`config.mk`:
```
export PLATFORM = sky130hd
export DESIGN_NAME = reg_file_2r2w_param
export DESIGN_NICKNAME = d
export VERILOG_FILES = /design/src/rtl/reg_file_2r2w_param.sv
export SDC_FILE = /design/constraint.sdc
export NUM_CORES = 1
export LEC_CHECK = 0
export ABC_CLOCK_PERIOD_IN_PS = 1580
export CORE_ASPECT_RATIO = 0.7
export CORE_MARGIN = 4
export CORE_UTILIZATION = 58
export DETAILED_ROUTE_END_ITERATION = 10
export PLACE_DENSITY = 0.8
export SYNTH_ARGS = -nofsm -noshare
export SYNTH_HDL_FRONTEND = slang
export SYNTH_SLANG_ARGS = --single-unit
export TNS_END_PERCENT = 100
```
`constraint.sdc`:
```
create_clock -name clock -period 1.58 [get_ports clock]
set_input_delay 0.316 -clock clock [delete_from_list [all_inputs] [get_ports clock]]
set_output_delay 0.316 -clock clock [all_outputs]
set_load 0.02 [all_outputs]
```
`src/rtl/reg_file_2r2w_param.sv`:
```
// Parametrised 2-read/2-write register file with registered, valid-qualified reads,
// bulk clear and write-collision counting. Define REG_FILE_BYPASS_EN for write-through reads.
module reg_file_2r2w_param #(
    parameter int DATA_W = 16,
    parameter int ADDR_W = 3,
    parameter int CNT_W  = 8
) (
    input  logic              clock,
    input  logic              reset_n,
    input  logic              clear_in,
    input  logic              a_ren_in,
    input  logic [ADDR_W-1:0] a_raddr_in,
    input  logic              b_ren_in,
    input  logic [ADDR_W-1:0] b_raddr_in,
    input  logic              c_wen_in,
    input  logic [ADDR_W-1:0] c_waddr_in,
    input  logic [DATA_W-1:0] c_in,
    input  logic              d_wen_in,
    input  logic [ADDR_W-1:0] d_waddr_in,
    input  logic [DATA_W-1:0] d_in,
    output logic [DATA_W-1:0] a_out,
    output logic              a_valid_out,
    output logic [DATA_W-1:0] b_out,
    output logic              b_valid_out,
    output logic              wr_collision_out,
    output logic [CNT_W-1:0]  collision_cnt_out
);

    localparam int DEPTH = 2 ** ADDR_W;
    localparam logic [CNT_W-1:0] CNT_MAX = '1;

    logic [DATA_W-1:0] mem_q [DEPTH];
    logic [DATA_W-1:0] mem_d [DEPTH];
    logic [DATA_W-1:0] a_out_q, a_out_d;
    logic [DATA_W-1:0] b_out_q, b_out_d;
    logic              a_valid_q, b_valid_q;
    logic              coll_q, coll_d;
    logic [CNT_W-1:0]  cnt_q, cnt_d;
    logic [DATA_W-1:0] a_src, b_src;

    // D is applied after C so it wins on a shared address; clear overrides both.
    always_comb begin
        mem_d = mem_q;
        if (clear_in) begin
            for (int i = 0; i < DEPTH; i++) begin
                mem_d[i] = '0;
            end
        end else begin
            if (c_wen_in) mem_d[c_waddr_in] = c_in;
            if (d_wen_in) mem_d[d_waddr_in] = d_in;
        end
    end

    always_comb begin
        coll_d = c_wen_in && d_wen_in && (c_waddr_in == d_waddr_in);
        cnt_d  = cnt_q;
        if (coll_d && (cnt_q != CNT_MAX)) begin
            cnt_d = cnt_q + CNT_W'(1);
        end
    end

`ifdef REG_FILE_BYPASS_EN
    assign a_src = mem_d[a_raddr_in];
    assign b_src = mem_d[b_raddr_in];
`else
    assign a_src = mem_q[a_raddr_in];
    assign b_src = mem_q[b_raddr_in];
`endif

    assign a_out_d = a_ren_in ? a_src : a_out_q;
    assign b_out_d = b_ren_in ? b_src : b_out_q;

    always_ff @(posedge clock or negedge reset_n) begin
        if (!reset_n) begin
            for (int i = 0; i < DEPTH; i++) begin
                mem_q[i] <= '0;
            end
            a_out_q   <= '0;
            b_out_q   <= '0;
            a_valid_q <= 1'b0;
            b_valid_q <= 1'b0;
            coll_q    <= 1'b0;
            cnt_q     <= '0;
        end else begin
            mem_q     <= mem_d;
            a_out_q   <= a_out_d;
            b_out_q   <= b_out_d;
            a_valid_q <= a_ren_in;
            b_valid_q <= b_ren_in;
            coll_q    <= coll_d;
            cnt_q     <= cnt_d;
        end
    end

    assign a_out             = a_out_q;
    assign a_valid_out       = a_valid_q;
    assign b_out             = b_out_q;
    assign b_valid_out       = b_valid_q;
    assign wr_collision_out  = coll_q;
    assign collision_cnt_out = cnt_q;

endmodule

```
==> impl_metrics.json <==
{
  "ir_drop_mv": 0.863,
  "die_h_um": 119,
  "crit_top_cell": "buf_12",
  "grt_pass1_wl_um": 47600,
  "fin_crit_sh": 0.998,
  "cts-buffers-inserted": 17,
  "syn_inst": 877,
  "drtPass1Iterations": 6,
  "area_delta_synth_final_pct": 25.7,
  "fmax_mhz": 634,
  "vias": 8300,
  "antenna_found_initial": 0,
  "slowest_stage": "clkdlybuf4s50_1",
  "seq_power_share": 0.436,
  "avgSynthCellArea_um2": 11.6,
  "yosysSeqAreaShare": 0.422,
  "dieArea_um2": 19700,
  "hold_class": "input port to flip-flop",
  "worst_ep_required_time_ns": 1.90,
  "crit_path_start_kind": "input port",
  "cts_tree": "yes",
  "path_cells": "clkdlybuf4s50_1, buf_12, buf_12, mux4_2, mux2i_1, buf_4, a21oi_1",
  "yosys_register_bits": 171,
  "gp_congestion": 0.872,
  "crit_path_end_kind": "flip-flop",
  "track_usage": 0.311,
  "slowest_delay_ns": 0.52,
  "ios": 94,
  "fin_tns_setup_ns": 0,
  "setup_viol": 0,
  "path_clk_slew_ns": 0.07,
  "fin_ws_ns": 0.00304,
  "synth_nets": 929,
  "yosysTopAreaCellShare": 0.422,
  "root_buffer": "clkbuf_16",
  "grt_pass1_vias": 8278,
  "layout_min_cycle_time_ns": 1.58,
  "max_slew_margin": 0.682,
  "vias_per_cell": 6.73,
  "maxCapViolCount": 0,
  "worst_hold_slack_ns": 0.370,
  "switchingPower_mw": 3.24,
  "synthTopCellsByArea": "dfrtp_1, mux2i_1, mux4_2",
  "tightest_slew_ns": 0.477,
  "critPathMaxFanout": 8,
  "synth-edff-count": 0,
  "critPathKind": "input port to flip-flop",
  "p_leak_nw": 5.77,
  "num_antenna_cells": 0,
  "die_w_um": 166,
  "async_flop_share": 1.00,
  "nets": 1041,
  "start_util": 0.590,
  "cts.sink_count": 171,
  "grt_max_degree": 40,
  "power_density_nw_per_um2": 884,
  "skew_ns": 0.00649,
  "layout-drive-gt1-share": 0.254,
  "drc": 0,
  "finalHoldViolations": 0,
  "outcome": "finished clean",
  "pre_cts_ws_ns": -0.510,
  "num_rows": 40,
  "synth_ff_type": "dfrtp_1",
  "wire_per_inst_um": 25.0,
  "coreArea_um2": 17200,
  "synthesis.area_um2": 10100,
  "drt_iter0_markers": 1078,
  "wl_um": 30900,
  "ys_types": 36,
  "worst_skew_pair.late_latency_ns": 0.43,
  "portBuffers": 93,
  "finalMaxSlewViolations": 0,
  "postRouteAntennaNets": 0,
  "pwr-share-comb": 0.192,
  "swShare": 0.288,
  "pwr-share-clk": 0.372,
  "synth_top_cell_by_area": "dfrtp_1",
  "clock_path_buffers": 2,
  "n_fill_cell": 1122,
  "intPower_mw": 8.01,
  "place_area_um2": 12000,
  "grt-ovfl-total": 0,
  "cp.arrival_ns": 1.90,
  "dpl.hpwl_um": 20000,
  "h-tree-depth": 4,
  "yosysWarnings": 0,
  "final_area_um2": 12700
}
worst max-delay path, delay by kind of cell:
kind            cells  cell delay, ns
mux                 2            0.54
compound gates      1            0.06
buf+inv             4            0.98
power by group through the flow:
stage	clock, mW	sequential (mW)	combinational, mW
floorplan	0	5.04	1.06
global placement	0	4.95	2.11
global route	4.39	4.93	2.30
detailed placement	0	4.97	2.17
finish	4.18	4.91	2.16
CTS	4.18	4.89	2.10
synthesized netlist by cell type (2+ instances only):
| cell | number |
|---|---|
| dfrtp_1 | 171 |
| nor2_1 | 162 |
| mux2i_1 | 161 |
| a211oi_1 | 108 |
| mux4_2 | 64 |
| clkbuf_1 | 54 |
| a21oi_1 | 34 |
| buf_4 | 23 |
| a211oi_2 | 20 |
| buf_2 | 14 |
| buf_1 | 10 |
| nand3_1 | 6 |
| and3_1 | 4 |
| clkbuf_2 | 4 |
| nand2_1 | 4 |
| nand4_1 | 4 |
| xor2_1 | 4 |
| buf_8 | 3 |
| nand4b_1 | 3 |
| nor2b_1 | 3 |
| a31oi_1 | 2 |
| mux2_1 | 2 |
| nand2b_1 | 2 |
| nor3_4 | 2 |
| nor3b_2 | 2 |
logic make-up after synthesis:
logic type / count (synthesis) / share of synthesized area
xor+xnor: 5 / 0.00432
fa+ha+maj: 1 / 0.00123
buf+inv: 111 / 0.0576
compound gates: 164 / 0.123
flops: 171 / 0.422
mux: 228 / 0.305
simple gates: 197 / 0.0870
sequential cells by signal, indices dropped and copies added (netlist names):
signal	cells
mem_q	128
a_out	16
b_out	16
collision_cnt_out	8
b_valid_out	1
wr_collision_out	1
a_valid_out	1
layer usage:
| layer | global-route usage | share of wire | vias up |
|---|---|---|---|
| met2 | 0.465 | 0.45 | 606 |
| met1 | 0.438 | 0.40 | 4130 |
| met3 | 0.105 | 0.13 | 69 |
| met4 | 0.0907 | 0.023 | 0 |
| li1 | - | - | 3495 |
| met5 | 0 | 0 | - |
metrics by stage:
stage               std cells  utilization  total power, mW
CTS                      1229        0.734             11.2
finish                   1233        0.742             11.3
floorplan                 877            -             6.10
global placement         1190        0.698             7.06
detailed placement       1190        0.698             7.14
global route             1233        0.742             11.6
layout make-up:
type	instances	area (µm²)	area share
multi-input cells	595	5370	0.422
well taps	231	289	0.0227
inverters	1	3.75	0.000295
clock inverters	13	141	0.0111
flip-flops and latches	171	4280	0.336
repair buffers	203	2210	0.174
clock buffers	19	433	0.0340
cell usage in the layout, fill, tap and decap left out, types with 3 or more instances in the layout:
cell and instances:
nor2_1 162, and3_1 4, a211oi_2 25, clkinv_2 3
buf_6 6, a211oi_1 103, clkdlybuf4s15_1 4, clkbuf_16 19
dlymetal6s2s_1 4, clkinvlp_4 3, xor2_1 3, buf_12 37
nand4_1 4, mux2i_1 152, nand4b_1 3, mux4_2 64
nand3_1 6, buf_4 66, dlygate4sd2_1 40, a21oi_1 34
inv_6 5, dfrtp_1 171, nand2_1 4, mux2i_2 7
clkdlybuf4s50_1 39
worst paths after layout:
path | depth (start not counted) | from | endpoint | slack (ns)
setup / recovery | 7 | a_raddr_in[2] | a_out[3]$_DFFE_PN0P_ | 0.003
hold / removal | 2 | clear_in | mem_q[118]$_DFF_PN0_ | 0.37
setup reg to reg | 4 | mem_q[19]$_DFF_PN0_ | a_out[3]$_DFFE_PN0P_ | 0.07
hold reg to reg | 2 | a_out[6]$_DFFE_PN0P_ | a_out[6]$_DFFE_PN0P_ | 0.52
max in group asynchronous | 3 | reset_n | mem_q[44]$_DFF_PN0_ | 0.61
min in group asynchronous | 2 | reset_n | mem_q[115]$_DFF_PN0_ | 0.38
timing repair:
item | CTS | global route
pin swaps | 5 | 3
hold buffers | 1 | 0
gates resized for setup | 56 | 24
setup buffers | 6 | 2
gates cloned | 0 | 2
hold endpoints to repair | 33 | 0
endpoints found under the setup margin | 57 | 56
Note: power is estimated with default switching activity, not from simulation.
